`config.mk`:
```
export PLATFORM = sky130hd
export DESIGN_NAME = cdb_arbiter_flat
export DESIGN_NICKNAME = d
export VERILOG_FILES = /design/src/rtl/cdb_arbiter_if.sv /design/src/rtl/cdb_arbiter.sv /design/src/flat_wrapper.sv
export SDC_FILE = /design/constraint.sdc
export NUM_CORES = 1
export LEC_CHECK = 0
export CAP_MARGIN = 20
export CORE_MARGIN = 2
export CORE_UTILIZATION = 58
export CTS_BUF_LIST = sky130_fd_sc_hd__clkbuf_4 sky130_fd_sc_hd__clkbuf_8
export DETAILED_ROUTE_END_ITERATION = 6
export PLACE_DENSITY = 0.83
export SYNTH_ARGS = -nofsm -noshare
export SYNTH_HDL_FRONTEND = slang
export SYNTH_SLANG_ARGS = --single-unit
```
`constraint.sdc`:
```
create_clock -name clk -period 7.3 [get_ports clk]
set_clock_uncertainty 0.15 [all_clocks]
set_input_delay 0.73 -clock clk [delete_from_list [all_inputs] [get_ports clk]]
set_output_delay 0.73 -clock clk [all_outputs]
set_load 0.005 [all_outputs]
```
`src/rtl/cdb_arbiter_if.sv`:
```
// Bundle of the functional-unit result ports, the branch-resolution inputs and
// the common-data-bus broadcast outputs of the CDB arbiter.
// Valid/ready: a source result moves into the arbiter on a rising clk edge where
// i_fu_valid[s] && o_fu_ready[s]; until then the source holds valid, tag, data
// and speculation stable. The CDB side has no back-pressure: o_cdb_valid marks
// a one-cycle broadcast that every listener must take.
interface cdb_arbiter_if #(
  parameter int BW_PROCESSOR_DATA = 32,
  parameter int BW_TAG            = 3,
  parameter int N_SRC             = 4
);
  logic [N_SRC-1:0]                   i_fu_valid;
  logic [N_SRC-1:0]                   o_fu_ready;
  logic [N_SRC*BW_TAG-1:0]            i_fu_tag_flatten;
  logic [N_SRC*BW_PROCESSOR_DATA-1:0] i_fu_wdata_flatten;
  logic [N_SRC-1:0]                   i_fu_speculation;
  logic                               i_branch_valid;
  logic                               i_branch_correct_prediction;
  logic                               o_cdb_valid;
  logic [BW_TAG-1:0]                  o_cdb_tag;
  logic signed [BW_PROCESSOR_DATA-1:0] o_cdb_wdata;

  // Functional units and branch unit side
  modport master (
    output i_fu_valid, i_fu_tag_flatten, i_fu_wdata_flatten, i_fu_speculation,
    output i_branch_valid, i_branch_correct_prediction,
    input  o_fu_ready, o_cdb_valid, o_cdb_tag, o_cdb_wdata
  );

  // Arbiter side
  modport slave (
    input  i_fu_valid, i_fu_tag_flatten, i_fu_wdata_flatten, i_fu_speculation,
    input  i_branch_valid, i_branch_correct_prediction,
    output o_fu_ready, o_cdb_valid, o_cdb_tag, o_cdb_wdata
  );
endinterface

```
`src/rtl/cdb_arbiter.sv`:
```
// Transmitting end of the common data bus. Each functional unit owns a small
// in-order result buffer; one buffered result per cycle is chosen round-robin
// and broadcast as {tag, data}. A branch mispredict drops speculative entries,
// a correct prediction turns them into ordinary (committed) entries.
module cdb_arbiter #(
  parameter int BW_PROCESSOR_DATA = 32,
  parameter int BW_TAG            = 3,
  parameter int N_SRC             = 4,
  parameter int DEPTH             = 2
) (
  input logic         clk,
  input logic         rst,
  cdb_arbiter_if.slave bus
);

  localparam int CW = $clog2(DEPTH + 1);
  localparam int PW = (N_SRC > 1) ? $clog2(N_SRC) : 1;

  // Registered per-source buffers, head at index 0
  logic [BW_TAG-1:0]            q_tag  [N_SRC][DEPTH];
  logic [BW_PROCESSOR_DATA-1:0] q_data [N_SRC][DEPTH];
  logic                         q_spec [N_SRC][DEPTH];
  logic [CW-1:0]                q_cnt  [N_SRC];
  logic [PW-1:0]                rr_ptr;

  // Buffers after this cycle's flush/commit
  logic [BW_TAG-1:0]            f_tag  [N_SRC][DEPTH];
  logic [BW_PROCESSOR_DATA-1:0] f_data [N_SRC][DEPTH];
  logic                         f_spec [N_SRC][DEPTH];
  logic [CW-1:0]                f_cnt  [N_SRC];

  // Buffers after pop and push (next state)
  logic [BW_TAG-1:0]            n_tag  [N_SRC][DEPTH];
  logic [BW_PROCESSOR_DATA-1:0] n_data [N_SRC][DEPTH];
  logic                         n_spec [N_SRC][DEPTH];
  logic [CW-1:0]                n_cnt  [N_SRC];

  logic                         flush;
  logic                         commit;
  logic [N_SRC-1:0]             ready;
  logic                         win_vld;
  logic [PW-1:0]                win_idx;
  logic [BW_TAG-1:0]            win_tag;
  logic [BW_PROCESSOR_DATA-1:0] win_data;

  logic                         cdb_valid_q;
  logic [BW_TAG-1:0]            cdb_tag_q;
  logic [BW_PROCESSOR_DATA-1:0] cdb_data_q;

  assign flush  = bus.i_branch_valid && !bus.i_branch_correct_prediction;
  assign commit = bus.i_branch_valid &&  bus.i_branch_correct_prediction;

  // Ready from the registered count only, so a pop never lets a push through in the same cycle
  always_comb begin
    ready = '0;
    for (int s = 0; s < N_SRC; s++) begin
      ready[s] = !rst && (q_cnt[s] < CW'(DEPTH));
    end
  end

  assign bus.o_fu_ready  = ready;
  assign bus.o_cdb_valid = cdb_valid_q;
  assign bus.o_cdb_tag   = cdb_tag_q;
  assign bus.o_cdb_wdata = cdb_data_q;

  // Flush drops speculative entries and compacts survivors toward the head; commit clears spec bits
  always_comb begin
    for (int s = 0; s < N_SRC; s++) begin
      f_cnt[s] = '0;
      for (int j = 0; j < DEPTH; j++) begin
        f_tag[s][j]  = '0;
        f_data[s][j] = '0;
        f_spec[s][j] = 1'b0;
      end
    end
    for (int s = 0; s < N_SRC; s++) begin
      for (int e = 0; e < DEPTH; e++) begin
        if ((CW'(e) < q_cnt[s]) && !(flush && q_spec[s][e])) begin
          for (int j = 0; j < DEPTH; j++) begin
            if (f_cnt[s] == CW'(j)) begin
              f_tag[s][j]  = q_tag[s][e];
              f_data[s][j] = q_data[s][e];
              f_spec[s][j] = q_spec[s][e] && !commit;
            end
          end
          f_cnt[s] = f_cnt[s] + CW'(1);
        end
      end
    end
  end

  // Round-robin pick: first non-empty (post-flush) buffer at or after rr_ptr
  always_comb begin
    win_vld = 1'b0;
    win_idx = '0;
    for (int i = 0; i < N_SRC; i++) begin
      if (!win_vld && (f_cnt[(int'(rr_ptr) + i) % N_SRC] != '0)) begin
        win_vld = 1'b1;
        win_idx = PW'((int'(rr_ptr) + i) % N_SRC);
      end
    end
    win_tag  = f_tag[win_idx][0];
    win_data = f_data[win_idx][0];
  end

  // Pop the winner's head, then append this cycle's accepted result behind the survivors
  always_comb begin
    for (int s = 0; s < N_SRC; s++) begin
      n_cnt[s] = f_cnt[s];
      for (int j = 0; j < DEPTH; j++) begin
        n_tag[s][j]  = f_tag[s][j];
        n_data[s][j] = f_data[s][j];
        n_spec[s][j] = f_spec[s][j];
      end
      if (win_vld && (win_idx == PW'(s))) begin
        for (int j = 0; j < DEPTH - 1; j++) begin
          n_tag[s][j]  = f_tag[s][j+1];
          n_data[s][j] = f_data[s][j+1];
          n_spec[s][j] = f_spec[s][j+1];
        end
        n_tag[s][DEPTH-1]  = '0;
        n_data[s][DEPTH-1] = '0;
        n_spec[s][DEPTH-1] = 1'b0;
        n_cnt[s] = f_cnt[s] - CW'(1);
      end
      // Tag 0 and speculative results arriving with a mispredict are accepted but not stored
      if (bus.i_fu_valid[s] && ready[s] &&
          (bus.i_fu_tag_flatten[s*BW_TAG +: BW_TAG] != '0) &&
          !(flush && bus.i_fu_speculation[s])) begin
        for (int j = 0; j < DEPTH; j++) begin
          if (n_cnt[s] == CW'(j)) begin
            n_tag[s][j]  = bus.i_fu_tag_flatten[s*BW_TAG +: BW_TAG];
            n_data[s][j] = bus.i_fu_wdata_flatten[s*BW_PROCESSOR_DATA +: BW_PROCESSOR_DATA];
            n_spec[s][j] = bus.i_fu_speculation[s] && !commit;
          end
        end
        n_cnt[s] = n_cnt[s] + CW'(1);
      end
    end
  end

  // State update: buffers, round-robin pointer and the broadcast register
  always_ff @(posedge clk) begin
    if (rst) begin
      for (int s = 0; s < N_SRC; s++) begin
        q_cnt[s] <= '0;
        for (int j = 0; j < DEPTH; j++) begin
          q_tag[s][j]  <= '0;
          q_data[s][j] <= '0;
          q_spec[s][j] <= 1'b0;
        end
      end
      rr_ptr      <= '0;
      cdb_valid_q <= 1'b0;
      cdb_tag_q   <= '0;
      cdb_data_q  <= '0;
    end else begin
      q_tag  <= n_tag;
      q_data <= n_data;
      q_spec <= n_spec;
      q_cnt  <= n_cnt;
      if (win_vld) begin
        rr_ptr      <= (win_idx == PW'(N_SRC - 1)) ? '0 : win_idx + PW'(1);
        cdb_valid_q <= 1'b1;
        cdb_tag_q   <= win_tag;
        cdb_data_q  <= win_data;
      end else begin
        cdb_valid_q <= 1'b0;
        cdb_tag_q   <= '0;
        cdb_data_q  <= '0;
      end
    end
  end

endmodule

```
`src/flat_wrapper.sv`:
```
// flat-port wrapper written by rule: the top's interface ports become plain ports
module cdb_arbiter_flat 
#(
  parameter int BW_PROCESSOR_DATA = 32,
  parameter int BW_TAG            = 3,
  parameter int N_SRC             = 4,
  parameter int DEPTH             = 2
)
  (clk, rst, bus_i_fu_valid, bus_i_fu_tag_flatten, bus_i_fu_wdata_flatten, bus_i_fu_speculation, bus_i_branch_valid, bus_i_branch_correct_prediction, bus_o_fu_ready, bus_o_cdb_valid, bus_o_cdb_tag, bus_o_cdb_wdata);
  cdb_arbiter_if #(.BW_PROCESSOR_DATA(BW_PROCESSOR_DATA), .BW_TAG(BW_TAG), .N_SRC(N_SRC)) bus_i ();
  input logic clk;
  input logic rst;
  input wire logic [$bits(bus_i.i_fu_valid)-1:0] bus_i_fu_valid;
  input wire logic [$bits(bus_i.i_fu_tag_flatten)-1:0] bus_i_fu_tag_flatten;
  input wire logic [$bits(bus_i.i_fu_wdata_flatten)-1:0] bus_i_fu_wdata_flatten;
  input wire logic [$bits(bus_i.i_fu_speculation)-1:0] bus_i_fu_speculation;
  input wire logic [$bits(bus_i.i_branch_valid)-1:0] bus_i_branch_valid;
  input wire logic [$bits(bus_i.i_branch_correct_prediction)-1:0] bus_i_branch_correct_prediction;
  output wire logic [$bits(bus_i.o_fu_ready)-1:0] bus_o_fu_ready;
  output wire logic [$bits(bus_i.o_cdb_valid)-1:0] bus_o_cdb_valid;
  output wire logic [$bits(bus_i.o_cdb_tag)-1:0] bus_o_cdb_tag;
  output wire logic [$bits(bus_i.o_cdb_wdata)-1:0] bus_o_cdb_wdata;
  assign bus_i.i_fu_valid = bus_i_fu_valid;
  assign bus_i.i_fu_tag_flatten = bus_i_fu_tag_flatten;
  assign bus_i.i_fu_wdata_flatten = bus_i_fu_wdata_flatten;
  assign bus_i.i_fu_speculation = bus_i_fu_speculation;
  assign bus_i.i_branch_valid = bus_i_branch_valid;
  assign bus_i.i_branch_correct_prediction = bus_i_branch_correct_prediction;
  assign bus_o_fu_ready = bus_i.o_fu_ready;
  assign bus_o_cdb_valid = bus_i.o_cdb_valid;
  assign bus_o_cdb_tag = bus_i.o_cdb_tag;
  assign bus_o_cdb_wdata = bus_i.o_cdb_wdata;
  cdb_arbiter #(.BW_PROCESSOR_DATA(BW_PROCESSOR_DATA), .BW_TAG(BW_TAG), .N_SRC(N_SRC), .DEPTH(DEPTH)) u_core (.clk(clk), .rst(rst), .bus(bus_i));
endmodule
```
Yosys cells after proc, flatten, opt, wreduce, memory -nomap -nowiden:

Cells that the tools add are included.

* reductions and logical operators: 96
* mux-type cells: 140
* bitwise operators: 9
* order comparisons: 17
* add/subtract/negate cells: 16
* equality and inequality tests: 11

Operator list (number)
* 64-bit 2-to-1 mux: 14
* 32-bit 2-to-1 mux: 20
* 64-bit binary-select mux with 2-bit select: 1
* 32-bit by 3-bit greater-or-equal comparator with 1-bit output (second input constant): 4
* 32-bit inverter: 3
* 6-bit 2-to-1 mux: 14
* 2-bit 2-to-1 mux: 37
* 3-bit 2-to-1 mux: 20
* 1-bit logical AND: 57
* 2-bit inverter with 32-bit output: 1
* 1-bit 2-to-1 mux: 29
* 1-bit logical NOT: 18
* 2-bit logical NOT: 9
* 2-bit binary-select mux with 2-bit select: 4
* 1-bit by 2-bit < comparator with 1-bit output (first input constant): 8
* 2-bit by 1-bit adder with 2-bit output (second input constant): 6
* 6-bit binary-select mux with 2-bit select: 1
* 3-bit nonzero test: 4
* 2-bit by 1-bit equality test with 1-bit output (second input constant): 5
* 1-bit by 1-bit adder with 2-bit output (second input constant): 4
* 2-bit < comparator (second input constant): 4
* 2-bit nonzero test: 4
* 2-bit OR reduction: 4
* 2-bit by 1-bit subtractor with 2-bit output (second input constant): 4
* 7 further kinds: 14

* output and inout port bits: 40
* flip-flop bits (word level): 334
* word-level logic and storage cells: 321

Longest topological paths before layout:

* word-level depth: 28
* depth in mapped cells: 23
* mapped depth without buffers: 16

Worst setup path after synthesis:

No wires, ideal clock.

* kind: input port to flip-flop
* start point: input bus_i_branch_valid
* end point: register u_core.q_data[70] (netlist name)
* required time: 7.085 ns
* arrival time: 5.331 ns
* library setup time: 0.065 ns
* cell stages on the path: 21
* path buffers: 9
* slack: 1.754 ns
* cells stage by stage: buf_2 nor2b_1 a21oi_1 clkbuf_1 clkbuf_1 ha_1 or4_1 buf_4 o21a_1 clkbuf_1 clkbuf_1 ha_1 o21ai_4 buf_4 mux2i_1 ha_1 and2_1 clkbuf_1 clkbuf_1 a22oi_1 nor2_1

* cells in the longest elaborated chain, start to end: 27
* elaborated cells on any way between the ends: 81

RTL lines
* start: declaration: line flat_wrapper.sv:17 `input wire logic [$bits(bus_i.i_branch_valid)-1:0] bus_i_branch_valid;`
* 1-bit logical AND (*): line cdb_arbiter.sv:50 `assign flush = bus.i_branch_valid && !bus.i_branch_correct_prediction;`
* 1-bit logical AND: line cdb_arbiter.sv:78 `if ((CW'(e) < q_cnt[s]) && !(flush && q_spec[s][e])) begin`
* 1-bit logical NOT: line cdb_arbiter.sv:78
* 1-bit logical AND: line cdb_arbiter.sv:78
* 1-bit 2-to-1 mux: line cdb_arbiter.sv:78
* 1-bit by 1-bit adder with 2-bit output: line cdb_arbiter.sv:86 `f_cnt[s] = f_cnt[s] + CW'(1);`
* 2-bit 2-to-1 mux: line cdb_arbiter.sv:78
* 2-bit binary-select mux with 2-bit select: line cdb_arbiter.sv:97 `if (!win_vld && (f_cnt[(int'(rr_ptr) + i) % N_SRC] != '0)) begin`
* [11 not listed]
* 1-bit logical AND: line cdb_arbiter.sv:97
* 2-bit 2-to-1 mux: line cdb_arbiter.sv:97
* 2-bit equality test: line cdb_arbiter.sv:115 `if (win_vld && (win_idx == PW'(s))) begin`
* 1-bit logical AND: line cdb_arbiter.sv:115
* 2-bit 2-to-1 mux: line cdb_arbiter.sv:115
* 2-bit by 1-bit equality test with 1-bit output: line cdb_arbiter.sv:131 `if (n_cnt[s] == CW'(j)) begin`
* 32-bit 2-to-1 mux: line cdb_arbiter.sv:131
* 64-bit 2-to-1 mux (*): line cdb_arbiter.sv:127 `if (bus.i_fu_valid[s] && ready[s] &&`
* end signal: assignment: line cdb_arbiter.sv:159 `q_data <= n_data;`
* end: declaration: line cdb_arbiter.sv:21 `logic [BW_PROCESSOR_DATA-1:0] q_data [N_SRC][DEPTH];`

Mark *: on every way between the ends. The rest lies on a longest branch, timed or not. The select of a mux whose other input is x is not followed.
A chain may end at the register's enable or synchronous reset.

Final worst setup path:

* start point: input bus_i_branch_valid
* end point: register u_core.q_data[238] (netlist name)

* cells in the longest elaborated chain, start to end: 27
* elaborated cells on any way between the ends: 84

RTL lines (line)
* 1-bit logical AND (*): cdb_arbiter.sv:50
* 1-bit logical AND: cdb_arbiter.sv:78
* 1-bit logical NOT: cdb_arbiter.sv:78
* 1-bit logical AND: cdb_arbiter.sv:78
* 1-bit 2-to-1 mux: cdb_arbiter.sv:78
* 1-bit by 1-bit adder with 2-bit output: cdb_arbiter.sv:86
* 2-bit 2-to-1 mux: cdb_arbiter.sv:78
* 2-bit binary-select mux with 2-bit select: cdb_arbiter.sv:97
* [11 not listed]
* 1-bit logical AND: cdb_arbiter.sv:97
* 2-bit 2-to-1 mux: cdb_arbiter.sv:97
* 2-bit logical NOT: cdb_arbiter.sv:115
* 1-bit logical AND: cdb_arbiter.sv:115
* 2-bit 2-to-1 mux: cdb_arbiter.sv:115
* 2-bit logical NOT: cdb_arbiter.sv:131
* 32-bit 2-to-1 mux: cdb_arbiter.sv:131
* 64-bit 2-to-1 mux (*): cdb_arbiter.sv:127

Marked as above.

==> impl_metrics.json <==
{
  "path_max_fanout": 72,
  "post-route-period-util_pct": 78.0,
  "grt_pass1_wl_um": 77100,
  "initial_core_util_pct": 59.1,
  "track_usage_pct": 33.8,
  "syn_area_sq_mm": 0.0155,
  "critPathKind": "input pin to flip-flop",
  "synth_nets": 1950,
  "final_common_cell": "dfxtp_1",
  "critPathBufInv": 5,
  "cts_root_buf": "clkbuf_8",
  "fin_crit_ns": 5.69,
  "final_max_slew_viol_count": 0,
  "drive_above_1_share_pct": 10.4,
  "ff_latch_area_sq_mm": 0.00669,
  "num_antenna_cells": 0,
  "power_uw": 9270,
  "avgViaCountPerCell": 7.00,
  "clock_latency_ns": 0.59,
  "cp_slowest_stage_delay_ns": 0.76,
  "pre_cts_slack_ns": 1.06,
  "finalWorstSetupSlack_ns": 1.61,
  "worst_pin_slew_ns": 1.13,
  "vias": 15586,
  "hpwl_um": 30500,
  "max_freq_ghz": 0.176,
  "final_cell_mix": "dfxtp_1 (334), nor2_1 (299), nand3_1 (286), a22oi_1 (207), clkdlybuf4s50_1 (190)",
  "first_iter_violations": 2784,
  "rsz0062_at_grt": "false",
  "ys_warn_count": 0,
  "io_buffers": 191,
  "synth-seq-area-share_pct": 43.3,
  "drc": 9,
  "clock-sinks": 334,
  "hold_violations": 0,
  "area_growth_pct": 19.6,
  "violations": "design-rule violations",
  "io_pins": 192,
  "htree_levels": 2,
  "critPathCaptureType": "flip-flop",
  "postCtsSetupBuffers": 0,
  "drtAntennaViolNets": 0,
  "maxSlewHeadroom_pct": 24.7,
  "die_h_um": 167,
  "place.gp.congestion": 0.925,
  "synth.distinct_cells": 50,
  "holdWs_ns": 0.328,
  "detail_route.wirelength_um": 49800,
  "synth-edff-count": 0,
  "cts_tree": "built",
  "clk_pin_slew_worst_paths_ns": 0.06,
  "rows": 59,
  "fin_nets": 2026,
  "clk_path_buf_depth": 3,
  "crit_path_cell_trace": "clkdlybuf4s50_1 -> nor2b_2 -> buf_4 -> a21boi_2 -> ha_1 -> or4_1 -> o21a_2 -> clkinv_1 -> buf_4 -> ha_1 -> o21ai_4 -> mux2i_1 -> ha_1 -> nand2_2 -> buf_4 -> nor2_1 -> a311oi_1",
  "dieArea_sq_mm": 0.0280,
  "synthArstFlopShare_pct": 0,
  "overflow": 0,
  "cts_buffers": 53,
  "multi_input_area_sq_mm": 0.00790,
  "p_leak_uw": 0.00596,
  "die_x_um": 167,
  "first_pass_iters": 7,
  "grt_pass1_vias": 13995,
  "power_density_mw_per_mm2": 502,
  "synth_ff_type": "dfxtp_1",
  "crit_required_ns": 7.64,
  "grt_max_degree": 112,
  "cts.hold.buffers_added": 0,
  "timing.setup.tns_ns": 0,
  "setup_viol": 0,
  "worst_setup_path_start_kind": "input pin",
  "outcome": "finished with violations",
  "synth-seq-cells": 334,
  "ir_drop_mv": 0.584,
  "antenna_found_initial": 0,
  "arrival_ns": 6.03,
  "slowest_stage": "or4_1",
  "fillers": 1993,
  "post_cts_resized": 0,
  "wl_per_cell_um": 22.3,
  "crit_family": "buffers and inverters",
  "hp-class": "flip-flop to flip-flop",
  "maxCapViolCount": 0,
  "syn-instance-count": 1778,
  "core_area_sq_mm": 0.0261,
  "syn_avg_cell_area_sq_um": 8.69
}
-- worst register-to-register path, stage by stage, from the launching register on --
cell,delay (ns)
dfxtp_1,0.31
buf_4,0.45
nor2_1,0.16
a21oi_4,0.15
ha_1,0.28
or2_2,0.32
a211oi_1,0.20
o21a_2,0.21
clkinv_1,0.09
ha_1,0.21
o21ai_2,0.06
buf_4,0.46
mux2i_1,0.22
ha_1,0.25
nand2_2,0.34
buf_4,0.40
nor2_1,0.10
a311oi_1,0.24
-- synthesized netlist by cell type, types with 5 or more instances --
master / instances / share of area, %
inv_1: 13 / 0.32
nand2_1: 24 / 0.58
o32ai_1: 35 / 2.0
a311oi_1: 140 / 7.9
nand3_1: 286 / 9.3
a21oi_1: 6 / 0.19
a221oi_1: 70 / 4.0
and3_1: 5 / 0.20
a22oi_1: 207 / 10
clkbuf_1: 144 / 3.5
and2_1: 9 / 0.36
a211oi_1: 11 / 0.53
mux2_2: 38 / 2.8
nor3_1: 9 / 0.29
buf_1: 14 / 0.34
buf_2: 44 / 1.4
mux2i_1: 7 / 0.45
nor2_1: 299 / 7.3
ha_1: 20 / 1.6
dfxtp_1: 334 / 43
-- final cells by class --
cell class | instances | area share (%)
tap | 335 | 2.27
clock buffer | 90 | 6.13
timing repair buffer | 229 | 12.0
clock inverter | 4 | 0.318
sequential | 334 | 36.2
inverter | 14 | 0.284
multi-input combinational | 1222 | 42.8
-- cells by family after synthesis --
group                    synth area share [%]
AO/OA/AOI/OAI                            26.2
XOR/XNOR                                0.631
adder cells (fa/ha/maj)                  1.62
buffers and inverters                    5.97
flip-flops                               43.3
multiplexers                             3.42
AND/OR/NAND/NOR                          18.9
-- state kept, by name, summed over array words and instances (netlist names) --
register / flops
u_core.bus.o_cdb_tag: 3
u_core.rr_ptr: 2
u_core.q_spec: 8
u_core.bus.o_cdb_wdata: 32
u_core.q_data: 256
u_core.bus.o_cdb_valid: 1
u_core.q_tag: 24
u_core.q_cnt: 8
-- path summary, 6_finish.rpt --
path	startpoint	end	slack, ns	cells after the start
setup reg to reg	u_core.q_cnt[7]$_SDFF_PP0_	u_core.q_data[181]$_SDFF_PP0_	2.63	17
hold / removal	u_core.q_tag[2]$_SDFF_PP0_	u_core.q_tag[2]$_SDFF_PP0_	0.33	2
hold reg to reg	u_core.q_tag[2]$_SDFF_PP0_	u_core.q_tag[2]$_SDFF_PP0_	0.33	2
setup / recovery	bus_i_branch_valid	u_core.q_data[238]$_SDFF_PP0_	1.61	17
-- through the flow --
step / cells / cell area [sq um] / util, %
global placement: 2134 / 17300 / 66.2
floorplan: 1778 / 15500 / -
global route: 2228 / 18500 / 70.7
CTS: 2228 / 18500 / 70.7
detailed placement: 2134 / 17300 / 66.2
finish: 2228 / 18500 / 70.7
-- layer usage --
metal  global-route usage, %  part of all wire (%)  routed length [um]  vias up
li1                        -                     -                   -     6936
met1                    46.8                    40               19700     7430
met2                    49.7                    44               21900     1077
met3                    5.89                    11                5250      143
met4                    19.7                   5.9                2920        0
met5                       0                     0                   0        -
-- report_power, final --
part	switching, uW	leakage [uW]	internal (uW)
Sequential	238	0.00271	2230
Clock	742	0.000628	1010
Combinational	3580	0.00262	1480
(Power assumes the default switching activity.)
